`src/rtl/divu_iter_ctrl.sv`:
```
// rtl/divu_iter_ctrl.sv - restoring 32-bit DIV/DIVU controller driving a shared addsub32
module divu_iter_ctrl #(
    parameter int WIDTH = 32,
    parameter int ITER  = 32
) (
    input  logic             clk,
    input  logic             rst_n,
    input  logic             start,
    input  logic             is_signed,
    input  logic [WIDTH-1:0] dividend,
    input  logic [WIDTH-1:0] divisor,
    output logic [WIDTH-1:0] alu_a,
    output logic [WIDTH-1:0] alu_b,
    output logic [1:0]       alu_aluc,
    input  logic [WIDTH-1:0] alu_r,
    input  logic             alu_carry,
    output logic             busy,
    output logic             done,
    output logic [WIDTH-1:0] hi,
    output logic [WIDTH-1:0] lo,
    output logic             div_by_zero
);

    localparam int              CW   = $clog2(ITER);
    localparam logic [CW-1:0]   LAST = CW'(ITER - 1);

    typedef enum logic [1:0] {
        S_IDLE = 2'd0,
        S_ITER = 2'd1,
        S_FIN  = 2'd2
    } state_t;

    state_t           state;
    state_t           state_next;

    // p: partial remainder, q: dividend shifting out / quotient shifting in
    logic [WIDTH-1:0] p;
    logic [WIDTH-1:0] q;
    logic [WIDTH-1:0] mv;
    logic [CW-1:0]    count;
    logic             sign_q;
    logic             sign_r;
    logic             dz;

    logic             accept;
    logic [WIDTH-1:0] md_in;
    logic [WIDTH-1:0] mv_in;
    logic [WIDTH-1:0] shifted;
    logic             succ;
    logic [WIDTH-1:0] p_next;
    logic [WIDTH-1:0] q_next;

    assign accept = (state == S_IDLE) && start;
    assign busy   = (state != S_IDLE);

    // Operand magnitudes for signed divide; -2^31 maps onto itself, which is the correct unsigned magnitude
    always_comb begin
        md_in = dividend;
        mv_in = divisor;
        if (is_signed && dividend[WIDTH-1]) begin
            md_in = ~dividend + 1'b1;
        end
        if (is_signed && divisor[WIDTH-1]) begin
            mv_in = ~divisor + 1'b1;
        end
    end

    // One restoring step: subtraction succeeds if the shifted remainder overflowed 32 bits or no borrow occurred
    always_comb begin
        shifted = {p[WIDTH-2:0], q[WIDTH-1]};
        succ    = p[WIDTH-1] | ~alu_carry;
        p_next  = succ ? alu_r : shifted;
        q_next  = {q[WIDTH-2:0], succ};
    end

    // Shared subtractor is only claimed while iterating; otherwise the normal ALU path owns it
    always_comb begin
        alu_a    = '0;
        alu_b    = '0;
        alu_aluc = 2'b00;
        if (state == S_ITER) begin
            alu_a    = shifted;
            alu_b    = mv;
            alu_aluc = 2'b01;
        end
    end

    // Next-state logic: divide-by-zero skips the iteration phase entirely
    always_comb begin
        state_next = state;
        case (state)
            S_IDLE: begin
                if (start) begin
                    state_next = (divisor == '0) ? S_FIN : S_ITER;
                end
            end
            S_ITER: begin
                if (count == LAST) begin
                    state_next = S_FIN;
                end
            end
            S_FIN:   state_next = S_IDLE;
            default: state_next = S_IDLE;
        endcase
    end

    // State register
    always_ff @(posedge clk or negedge rst_n) begin
        if (!rst_n) begin
            state <= S_IDLE;
        end else begin
            state <= state_next;
        end
    end

    // Operand latch and iteration registers
    always_ff @(posedge clk or negedge rst_n) begin
        if (!rst_n) begin
            p      <= '0;
            q      <= '0;
            mv     <= '0;
            count  <= '0;
            sign_q <= 1'b0;
            sign_r <= 1'b0;
            dz     <= 1'b0;
        end else if (accept) begin
            p     <= '0;
            count <= '0;
            if (divisor == '0) begin
                // Raw dividend is parked in q so FIN can return it as the remainder
                dz     <= 1'b1;
                q      <= dividend;
                mv     <= '0;
                sign_q <= 1'b0;
                sign_r <= 1'b0;
            end else begin
                dz     <= 1'b0;
                q      <= md_in;
                mv     <= mv_in;
                sign_q <= is_signed & (dividend[WIDTH-1] ^ divisor[WIDTH-1]);
                sign_r <= is_signed & dividend[WIDTH-1];
            end
        end else if (state == S_ITER) begin
            p     <= p_next;
            q     <= q_next;
            count <= count + 1'b1;
        end
    end

    // Result registers: sign fix-up at FIN, done pulses for one cycle, div_by_zero held until next accepted start
    always_ff @(posedge clk or negedge rst_n) begin
        if (!rst_n) begin
            hi          <= '0;
            lo          <= '0;
            done        <= 1'b0;
            div_by_zero <= 1'b0;
        end else begin
            done <= 1'b0;
            if (accept) begin
                div_by_zero <= 1'b0;
            end
            if (state == S_FIN) begin
                done <= 1'b1;
                if (dz) begin
                    lo          <= '1;
                    hi          <= q;
                    div_by_zero <= 1'b1;
                end else begin
                    lo <= sign_q ? (~q + 1'b1) : q;
                    hi <= sign_r ? (~p + 1'b1) : p;
                end
            end
        end
    end

endmodule

```
`config.mk`:
```
export PLATFORM = sky130hd
export DESIGN_NAME = divu_iter_ctrl
export DESIGN_NICKNAME = d
export VERILOG_FILES = /design/src/rtl/divu_iter_ctrl.sv
export SDC_FILE = /design/constraint.sdc
export NUM_CORES = 1
export LEC_CHECK = 0
export ABC_AREA = 1
export BUFFER_PORTS_ARGS = -buffer_cell sky130_fd_sc_hd__buf_2
export CAP_MARGIN = 25
export CORE_MARGIN = 5
export CORE_UTILIZATION = 40
export CTS_BUF_LIST = sky130_fd_sc_hd__clkbuf_8
export CTS_CLUSTER_DIAMETER = 120
export DETAILED_ROUTE_END_ITERATION = 6
export HOLD_SLACK_MARGIN = 0.02
export PLACE_DENSITY = 0.69
export SKIP_LAST_GASP = 1
export SYNTH_ARGS = -nofsm -noshare
export SYNTH_HDL_FRONTEND = slang
export SYNTH_SLANG_ARGS = --single-unit
```
`constraint.sdc`:
```
create_clock -name clk -period 1.6 [get_ports clk]
set_input_delay 0.08 -clock clk [delete_from_list [all_inputs] [get_ports clk]]
set_output_delay 0.08 -clock clk [all_outputs]
set_load 0.02 [all_outputs]
```
* Yosys cells after proc, flatten, opt, wreduce, memory -nomap -nowiden
Index checks and enable logic that the tools add are counted.
W data, S select, Z words.
** Word-level totals
- Bits in registers :: 172
- Output and inout bits :: 133
** Cells by class
- Equal/unequal tests :: 5
- Reductions and logical operators :: 8
- Add/sub/neg operators :: 5
- Muxes and demuxes :: 29
- Bitwise operators :: 9
** Operators with widths (count)
- $mux W32 :: 15
- $add A32 B1 Y32 const B :: 4
- $not A32 Y32 :: 4
- $logic_not A32 Y1 :: 1
- $mux W5 :: 2
- $mux W1 :: 8
- $mux W2 :: 3
- $add A5 B1 Y5 const B :: 1
- $eq A5 B5 Y1 const B :: 1
- $pmux W2 S2 :: 1
- $reduce_bool A2 Y1 :: 2
- $logic_and A1 B1 Y1 :: 3
- $and A1 B1 Y1 :: 2
- $eq A2 B1 Y1 const B :: 1
- $eq A2 B2 Y1 const B :: 1
- $logic_not A2 Y1 :: 1
- $ne A2 B1 Y1 const B :: 1
- $ne A2 B2 Y1 const B :: 1
- $reduce_and A2 Y1 :: 1
- $not A1 Y1 :: 1
- $or A1 B1 Y1 :: 1
- $xor A1 B1 Y1 :: 1

* Logic depth before layout (Yosys ltp)
Gate-level depths: netlist of run 1.
- Depth in word-level cells :: 5
- Depth in mapped cells :: 14
- Depth with buffers taken out :: 13

* Worst setup path after synthesis of run 1
Ideal clock, no wire load.
- Path kind :: flip-flop to flip-flop
- Start point :: register q[0]
- End point :: register lo[18]
- Arrival :: 1.568 ns
- Path slack :: -0.086 ns
- Cell stages (with the launch flop) :: 12
- Path through :: dfrtp_1 inv_1 ha_1 nand3_2 nor2_1 nand2_1 nand2_1 nand2_1 o21ai_0 nand3_1 o21ai_1 inv_1
** Between the ends
- Cells in the longest elaborated chain, start to end :: 4
** Ends and longest elaborated chain
- from (decl) :: line 38 : logic [WIDTH-1:0] q;
- from (signal assigned) :: line 132 : q <= dividend;
- from (signal assigned) :: line 138 : q <= md_in;
- from (signal assigned) :: line 145 : q <= q_next;
- $not A32 Y32 :: line 169 : lo <= sign_q ? (~q + 1'b1) : q;
- $add A32 B1 Y32 :: line 169
- $mux W32 :: line 169
- $mux W32 :: line 164 : if (dz) begin
- to (signal assigned) :: line 169
- to (decl) :: line 20 : output logic [WIDTH-1:0] lo,
Every way passes these cells.
A chain may end at the register's enable or synchronous reset.

* Worst setup path after layout of run 1
- Start point :: register state[1]
- End point :: output port alu_a[18]
** Between the ends
- Cells in the longest elaborated chain, start to end :: 2
** Ends and longest elaborated chain
- from (decl) :: line 33 : state_t state;
- from (signal assigned) :: line 112 : state <= state_next;
- $eq A2 B1 Y1 :: line 81 : if (state == S_ITER) begin
- $mux W32 :: line 81
- to (decl) :: line 12 : output logic [WIDTH-1:0] alu_a,
Every way passes these cells.

==> results of run 1 <==
-- flip-flops by register name, summed over array words and instances (netlist names) --
signal,cells
count,5
div_by_zero,1
done,1
dz,1
hi,32
lo,32
mv,32
p,32
q,32
sign_q,1
sign_r,1
state,2
-- critical path: cells and delay by family (launching register included) --
kind          cells  cell delay [ns]
buf+inv           3             0.44
flops             1             0.43
simple gates      2             0.33
-- logic make-up after synthesis --
family,Yosys count,share of synthesized area [%]
AO/OA/AOI/OAI,313,15.4
buffers and inverters,285,9.91
XOR/XNOR,33,2.54
flip-flops,172,37.8
multiplexers,1,0.0880
other,1,0.0330
AND/OR/NAND/NOR,905,33.5
adder cells (fa/ha/maj),6,0.660
-- worst max-delay path by stage --
stage	end	depth (start not counted)	slack (ns)
floorplan	hi[22]	11	0.01
global placement	hi[24]	9	-0.13
detailed placement	hi[24]	9	-0.19
CTS	alu_b[17]	6	-0.13
global route	hi[29]	8	-0.20
finish	alu_a[18]	5	-0.15
-- area by class of cell --
type / count / area, µm²
fill: 2558 / 11100
antenna: 3 / 7.51
sequential: 172 / 4310
inverter: 209 / 808
clock buffer: 18 / 248
timing repair buffer: 532 / 4080
multi-input combinational: 1259 / 6710
clock inverter: 13 / 155
tap: 378 / 473
-- layer usage --
layer  up-vias  wire, µm  part of all wire (%)
met3       127      3630                   8.2
met4         6      1600                   3.6
met2       685     20800                    47
li1       6512         -                     -
met1      6418     18200                    41
met5         -        39                 0.088
-- through the flow --
step | power (µW) | instance area [µm²]
after floorplan | 18000 | 11400
after global placement | 25600 | 14500
after detailed placement | 25900 | 14500
after CTS | 30700 | 16000
after global routing | 34700 | 16800
final | 32500 | 16800
-- cells in the final DEF (no fill, tap or decap), types with 4 or more instances in the layout --
| cell | n |
|---|---|
| clkinv_1 | 4 |
| nor2_4 | 34 |
| o221ai_1 | 9 |
| or2_2 | 7 |
| clkinv_4 | 4 |
| o211ai_1 | 15 |
| buf_6 | 22 |
| ha_1 | 4 |
| o21ai_2 | 6 |
| nand3_1 | 113 |
| nor2_1 | 173 |
| nand3_4 | 8 |
| nand4_1 | 19 |
| dlygate4sd3_1 | 61 |
| clkbuf_8 | 18 |
| xor2_1 | 27 |
| a31oi_1 | 8 |
| nor2_2 | 30 |
| nand3_2 | 30 |
| xnor2_1 | 5 |
| nor3_1 | 9 |
| dfrtp_1 | 169 |
| nand2_4 | 9 |
| inv_2 | 15 |
| o21ai_0 | 140 |
| buf_2 | 167 |
| a21oi_1 | 54 |
| nor4_1 | 4 |
| o22ai_1 | 49 |
| buf_12 | 16 |
| nand2_2 | 31 |
| buf_4 | 261 |
| inv_1 | 188 |
| nand2_1 | 425 |
| o21ai_1 | 17 |
-- what timing repair did --
action | 4_1_cts | 5_1_grt
setup endpoints to repair | 109 | 197
gates cloned | 2 | 2
buffers inserted | 9 | 16
hold buffers | 61 | 0
gates resized for setup | 151 | 168
endpoints found under the hold margin | 232 | 0
pin swaps | 18 | 59
-- Yosys cell counts (all sizes together) --
master / count / share of area [%]
a21boi: 1 / 0.066
a21oi: 57 / 2.5
a22o: 2 / 0.15
a31oi: 9 / 0.49
and2: 1 / 0.055
buf: 24 / 1.3
clkbuf: 52 / 1.7
clkinv: 4 / 0.13
conb: 1 / 0.033
dfrtp: 172 / 38
ha: 6 / 0.66
inv: 205 / 6.8
mux2i: 1 / 0.088
nand2: 466 / 16
nand3: 151 / 6.7
nand3b: 3 / 0.20
nand4: 19 / 1.0
nor2: 239 / 8.5
nor3: 14 / 0.76
nor4: 4 / 0.22
o211ai: 16 / 1.1
o21ai: 163 / 7.2
o21bai: 2 / 0.13
o221ai: 9 / 0.69
o22a: 1 / 0.077
o22ai: 49 / 2.7
o31ai: 3 / 0.20
o32ai: 1 / 0.077
or2: 8 / 0.44
xnor2: 5 / 0.38
xor2: 28 / 2.2
-- power groups by stage --
stage / clock network, µW / registers (µW) / logic, µW
6_report: 3260 / 8360 / 20900
5_1_grt: 3480 / 8580 / 22700
4_1_cts: 3310 / 8180 / 19200
3_5_place_dp: 0 / 8200 / 17700
3_3_place_gp: 0 / 8150 / 17400
2_1_floorplan: 0 / 8860 / 9180
==> results.toml, run 1 <==
[run_status]
status = "finished, violations left"
violations = "setup timing"

[clocking]
cts_made_buffers = 17
clk_pin_slew_ns = 0.09
htreeDepth = 4
cts_root_buf = "clkbuf_8"
cts.path.max_buffers = 2
cts_tree = "built"
numClockSinks = 172
clkLatencyLatePin_ns = 0.48

[place]
placed_cells = 2460
hpwl_um = 32000
gp_congestion = 0.935
dp_slack_ns = -0.186
port_buffers = 232

[grt]
grt_pass1_vias = 13200
met3_usage_pct = 5.31
antenna_found_initial = 4
grt.total_usage_pct = 26.8
met1_usage_pct = 35.5
overflow = 0
grt_pass1_wl_um = 68400
use_met2_pct = 43.8
grt_busiest_layer = "met2"
grt_max_degree = 69

[sta]
finalHoldViolCount = 0
fin_skew_ns = 0.0201
layout_setup_ws_ns = -0.149
fin_crit_sh_pct = 109
slew_headroom_pct = 63.9
timing.final.max_slew_violations = 0
layout_min_cycle_time_ns = 1.75
rsz0062_at_grt = "yes"
fin_setup_tns_ns = -8.34
max_freq_mhz = 572
setup_viol = 114
tightestPinTransition_ns = 0.541
holdWs_ns = 0.0381

[cells_and_area]
drive_above_1_share_pct = 31.5
final_util_pct = 60.1
syn2layout_area_growth_pct = 47.6
nets = 2298
instances_no_fill = 2584

[critical_path]
cpPeakStageDelay_ns = 0.43
critPathCaptureType = "primary output"
rr_endpoint = "hi[24]"
cp-start-kind = "flop"
cp_cell_sequence = "nor2_4 -> inv_8 -> buf_8 -> nor2_1 -> buf_4"
reg2regPathDepth = 10
crit_start = "state[1]"
rr_startpoint = "p[4]"
path_max_fanout = 20
critPathArrivalTime_ns = 1.67
slowest_stage = "dfrtp_1"
r2r_slack_ns = -0.13
worstPathRequired_ns = 1.52
critical_path_class = "flop to primary output"

[floorplan]
die-width_um = 179
die_h_um = 179
start_util_pct = 40.7
boundaryPins = 234
rows = 61
core_area_um2 = 27900
die-area_um2 = 31900

[synthesis]
yosys_warnings = 0
syn_area_um2 = 11400
syn_area_per_cell_um2 = 6.63
synth-seq-cells = 172
syn_nets = 1823
seq_area_frac_synth_pct = 37.8
synth_cell_types = 46
netlist_instances = 1716

[hold_path]
worstHoldEndpoint = "mv[16]"
hold_depth = 4
min_path_type = "primary input to flop"
worstHoldStart = "divisor[16]"

[power_and_ir_drop]
leakage_uw = 0.00825
seq_power_share_pct = 25.7
power_switching_uw = 16000
switching_share_pct = 49.3
power_frac_comb_pct = 64.3
internal-power_uw = 16500
ir_worst_vdd_v = 0.000964
clkPwrFrac_pct = 10.0
powerDensity_nw_per_um2 = 1940

[routing]
drcViolationCount = 0
finalWirelength_um = 44200
drt-pass1-iter-count = 6
post_drt_wl_per_cell_um = 17.1
ant_nets = 0
viasPerCell = 5.32
vias = 13700
drtIter0Drc = 1322

[run]
cap_viol_max_count = 0
Power figures use the tool's default switching activity.
==> run 2: changes to the inputs <==
--- a/config.mk
+++ b/config.mk
@@ -8,7 +8,6 @@
 export ABC_AREA = 1
 export BUFFER_PORTS_ARGS = -buffer_cell sky130_fd_sc_hd__buf_2
 export CAP_MARGIN = 25
-export CORE_MARGIN = 5
 export CORE_UTILIZATION = 40
 export CTS_BUF_LIST = sky130_fd_sc_hd__clkbuf_8
 export CTS_CLUSTER_DIAMETER = 120
==> run 2 against run 1 <==
Against the previous run:
- the run still ends with setup timing left
- clock-buffer cell count is the same
- largest power group unchanged
- design area up 2.2%
- critical path type unchanged
- sequential power hardly changed
- critical endpoint is now alu_a[28]
- critical path depth unchanged
- highest routed layer unchanged
==> results.toml, run 2 (same netlist as run 1, synthesis figures left out) <==
[run_status]
status = "finished, violations left"
violations = "setup timing"

[clocking]
clk_pin_slew_ns = 0.11
htreeDepth = 4
cts_tree = "built"
numClockSinks = 172
cts.path.max_buffers = 2
cts_made_buffers = 17
clkLatencyLatePin_ns = 0.50
cts_root_buf = "clkbuf_8"

[routing]
drcViolationCount = 0
viasPerCell = 5.38
drt-pass1-iter-count = 6
ant_nets = 0
post_drt_wl_per_cell_um = 17.4
vias = 14000
finalWirelength_um = 45200
drtIter0Drc = 1200

[sta]
fin_crit_sh_pct = 112
setup_viol = 121
fin_skew_ns = 0.0268
layout_min_cycle_time_ns = 1.79
rsz0062_at_grt = "yes"
max_freq_mhz = 559
layout_setup_ws_ns = -0.189
finalHoldViolCount = 0
timing.final.max_slew_violations = 0

[grt]
grt_pass1_wl_um = 67600
grt_max_degree = 59
antenna_found_initial = 5
grt.total_usage_pct = 29.8
grt_pass1_vias = 13000
overflow = 0

[floorplan]
start_util_pct = 40.8
rows = 61
boundaryPins = 234
core_area_um2 = 27900
die_h_um = 171
die-area_um2 = 29100
die-width_um = 171

[critical_path]
critPathCaptureType = "primary output"
cp-start-kind = "flop"
critPathTopFamily = "buffers and inverters"
critical_path_class = "flop to primary output"
crit_start = "state[1]"
worst-path-buf-inv = 3
worstPathRequired_ns = 1.52
critPathArrivalTime_ns = 1.71
cpPeakStageDelay_ns = 0.43
slowest_stage = "dfrtp_1"
path_max_fanout = 16
cp_cell_sequence = "nor2_4 -> inv_8 -> buf_16 -> nor2_1 -> buf_4"
rr_startpoint = "p[5]"

[cells_and_area]
fillers = 2486
drive_above_1_share_pct = 33.0
syn2layout_area_growth_pct = 50.9
nets = 2322
final_util_pct = 61.6
final_cell_mix = "nand2_1, buf_4, inv_1, dfrtp_1, buf_2"
layout_commonest_cell = "nand2_1"

[hold_path]
min_path_type = "primary input to flop"
worstHoldStart = "dividend[25]"

[power_and_ir_drop]
ir_worst_vdd_v = 0.00109
powerDensity_nw_per_um2 = 1930
leakage_uw = 0.00846

[place]
gp_congestion = 0.964
dp_slack_ns = -0.186
port_buffers = 232
hpwl_um = 31400

[run]
cap_viol_max_count = 0
[run 2: cell count changes in the layout (fill, tap and decap cells not counted), sizes merged]
cell	delta
dlymetal6s4s	+8
bufinv	-3
clkinvlp	+2
inv	+5
bufbuf	+1
dlygate4sd3	+3
clkbuf	+2
buf	+10
clkinv	-3
diode	-2
[run 2: worst register-to-register path, cell delays in order, from the launching register on]
cell     delay (ns)
dfrtp_1        0.40
buf_4          0.14
nor2_1         0.11
nand2_1        0.10
nor2_4         0.24
nand2_2        0.10
o21ai_2        0.17
o21ai_1        0.11
a21oi_1        0.16
o21ai_1        0.09
nand2_2        0.06
[run 2: final cells by class]
cell class	count	area (µm²)	area share, %
diodes	1	2.50	0.0146
well taps	378	473	2.75
repair buffers	556	4480	26.1
clock buffers	18	248	1.44
clock inverters	14	130	0.758
inverters	209	806	4.69
flip-flops and latches	172	4310	25.1
multi-input cells	1259	6720	39.2
[run 2: through the flow]
stage          total power, µW  setup TNS, ns  hold slack (ns)  std cells  instance area (µm²)
2_1_floorplan            18000              0           -0.216       1716                11400
3_3_place_gp             25700          -1.92         -0.00499       2467                14500
3_5_place_dp             26000          -4.41          0.00265       2467                14500
4_1_cts                  31200          -6.34           0.0230       2587                16300
5_1_grt                  35100         -21.62           0.0459       2606                17200
6_report                 33100         -10.45           0.0398       2607                17200
[run 2: power by group]
part | switching, µW | internal, µW
Sequential | 1810 | 6540
Clock | 1900 | 1180
Combinational | 12800 | 8870
[run 2: repair_timing]
action / 4_1_cts / 5_1_grt
hold buffers: 72 / 0
endpoints found under the hold margin: 240 / 0
setup endpoints to repair: 103 / 198
setup buffers: 14 / 24
gates cloned: 3 / 8
resized for setup: 168 / 199
pin swaps: 22 / 66
[run 2: final timing paths]
kind	to	slack, ns	depth (start not counted)
max in group asynchronous	p[19]	0.18	4
setup reg to reg	hi[21]	-0.12	10
setup / recovery	alu_a[28]	-0.19	5
hold / removal	q[25]	0.04	6
min in group asynchronous	p[17]	0.57	3
hold reg to reg	count[3]	0.48	1
[run 2: layer usage]
metal	GRT usage [%]	vias up	wire length [µm]
li1	-	6565	-
met1	38.3	6598	18500
met2	49.4	732	21600
met3	6.11	120	3770
met4	10.4	6	1380
met5	0	-	34
==> run 3: changes to the inputs <==
--- a/config.mk
+++ b/config.mk
@@ -13,7 +13,7 @@
 export CTS_CLUSTER_DIAMETER = 120
 export DETAILED_ROUTE_END_ITERATION = 6
 export HOLD_SLACK_MARGIN = 0.02
-export PLACE_DENSITY = 0.69
+export PLACE_DENSITY = 0.66
 export SKIP_LAST_GASP = 1
 export SYNTH_ARGS = -nofsm -noshare
 export SYNTH_HDL_FRONTEND = slang
==> constraint.sdc (replaced) <==
create_clock -name clk -period 1.65 [get_ports clk]
set_input_delay 0.0825 -clock clk [delete_from_list [all_inputs] [get_ports clk]]
set_output_delay 0.0825 -clock clk [all_outputs]
set_load 0.02 [all_outputs]
==> run 3 against run 2 <==
Against the previous run:
- the flow still finishes with violations (setup timing)
- critical path depth unchanged
- via count decreased by 4.7%
- utilization is 2.1 points lower
- worst setup slack gained 0.12 ns
- design area shrank 3.4%
- critical path type unchanged
- critical endpoint is now alu_a[9]
- largest power group unchanged
==> results.toml, run 3 (same netlist as run 1, synthesis figures left out) <==
[place]
port_buffers = 232
placed_cells = 2426
hpwl_um = 30700
gp_congestion = 0.926

[cells_and_area]
syn2layout_area_growth_pct = 45.8
final_cell_mix = "nand2_1, buf_4, inv_1, dfrtp_1, nor2_1"
final_util_pct = 59.6
instances_no_fill = 2550
fillers = 2514
layout_commonest_cell = "nand2_1"
drive_above_1_share_pct = 30.6
nets = 2263

[clocking]
cts_made_buffers = 17
clk_pin_slew_ns = 0.12
cts.path.max_buffers = 2
htreeDepth = 4
numClockSinks = 172
clkLatencyLatePin_ns = 0.49
cts_tree = "built"
cts_root_buf = "clkbuf_8"

[sta]
fin_crit_sh_pct = 104
finalHoldViolCount = 0
layout_setup_ws_ns = -0.0665
rsz0062_at_grt = "yes"
slew_headroom_pct = 42.0
timing.final.max_slew_violations = 0
layout_min_cycle_time_ns = 1.72
setup_viol = 57
max_freq_mhz = 583
fin_skew_ns = 0.0301
tightestPinTransition_ns = 0.867

[critical_path]
rr_endpoint = "hi[29]"
cp_cell_sequence = "nor2_4 -> inv_6 -> buf_12 -> nor2_1 -> buf_4"
worstPathRequired_ns = 1.57
critPathArrivalTime_ns = 1.63
rr_startpoint = "p[4]"
critPathTopFamily = "buffers and inverters"
cp-start-kind = "flop"
worst-path-buf-inv = 3
critical_path_class = "flop to primary output"
cpPeakStageDelay_ns = 0.43
path_max_fanout = 19
slowest_stage = "dfrtp_1"
reg2regPathDepth = 10
r2r_slack_ns = -0.02
critPathCaptureType = "primary output"

[grt]
grt_max_degree = 69
grt.total_usage_pct = 28.6
antenna_found_initial = 6
grt_pass1_wl_um = 64600
overflow = 0
grt_pass1_vias = 12500

[power_and_ir_drop]
ir_worst_vdd_v = 0.000912
powerDensity_nw_per_um2 = 1880
leakage_uw = 0.00818
finalPower_uw = 31200

[run_status]
status = "finished, violations left"
violations = "setup timing"

[routing]
ant_nets = 0
finalWirelength_um = 42500
m1WireLength_um = 18000
viasPerCell = 5.24
route.met3.wl_um = 3050
vias = 13400
drcViolationCount = 0
drt-pass1-iter-count = 5
post_drt_wl_per_cell_um = 16.7
dr_wl_met2_um = 20100
drtIter0Drc = 1047
maxUsedRoutingLayer = "met5"

[hold_path]
worstHoldEndpoint = "q[24]"
hold_depth = 6
worstHoldStart = "dividend[24]"
min_path_type = "primary input to flop"

[floorplan]
start_util_pct = 40.8
die-area_um2 = 29100
die_h_um = 171
die-width_um = 171
rows = 61
core_area_um2 = 27900
boundaryPins = 234

[run]
cap_viol_max_count = 0
## run 3: cell count changes in the layout (fill, tap and decap cells not counted), sizes merged, moves of 2 or more
cell,before,now
dlymetal6s4s,8,3
clkinv,5,10
diode,1,3
clkinvlp,5,3
buf,479,430
dlygate4sd3,64,61
inv,213,209
clkbuf,22,20
## run 3: timing repair
action,in CTS,in global routing
setup endpoints to repair,94,149
gates cloned,2,3
hold endpoints to repair,234,0
pin swaps,12,57
gates resized for setup,155,171
buffers inserted,8,19
hold buffers,64,0
## run 3: worst max-delay path by stage
stage / startpoint / to / slack (ns) / cells after the start
6_report: state[1] / alu_a[9] / -0.07 / 5
2_1_floorplan: q[0] / lo[18] / 0.01 / 11
4_1_cts: state[0] / alu_b[17] / -0.04 / 6
5_1_grt: p[4] / hi[29] / -0.14 / 10
3_3_place_gp: p[1] / hi[21] / -0.19 / 9
3_5_place_dp: p[1] / hi[21] / -0.28 / 9
## run 3: area by class of cell
type	instances	area, µm²	share of cell area (%)
clock buffers	18	248	1.49
repair buffers	497	3880	23.4
multi-input cells	1259	6700	40.4
inverters	209	805	4.85
well taps	378	473	2.85
diodes	3	7.51	0.0452
clock inverters	14	175	1.06
flip-flops and latches	172	4310	26.0
## run 3: power by group
| group | leakage, µW | total (µW) | switching [µW] | internal (µW) |
|---|---|---|---|---|
| logic | 0.00591 | 19800 | 11900 | 7930 |
| registers | 0.00206 | 8110 | 1780 | 6330 |
| clock network | 0.000210 | 3210 | 1880 | 1330 |
## run 3: metal layers
layer	track usage, %	up-vias
li1	-	6452
met1	36.5	6242
met2	47.4	565
met3	5.83	99
met4	10.6	4
met5	0	-
## run 3: tightest hold or removal path, delay by kind of cell
family                 cells  cell delay [ns]
AND/OR/NAND/NOR            5             0.31
buffers and inverters      1             0.11
## run 3: metrics by stage
step	setup slack (ns)	hold WS [ns]	area, µm²	TNS [ns]
6_report	-0.0665	0.0449	16600	-0.860
5_1_grt	-0.137	0.0351	16600	-7.71
4_1_cts	-0.0363	0.0207	15800	-0.483
3_5_place_dp	-0.280	-0.0359	14200	-1.49
3_3_place_gp	-0.185	-0.0382	14200	-0.299
2_1_floorplan	0.0126	-0.213	11400	0
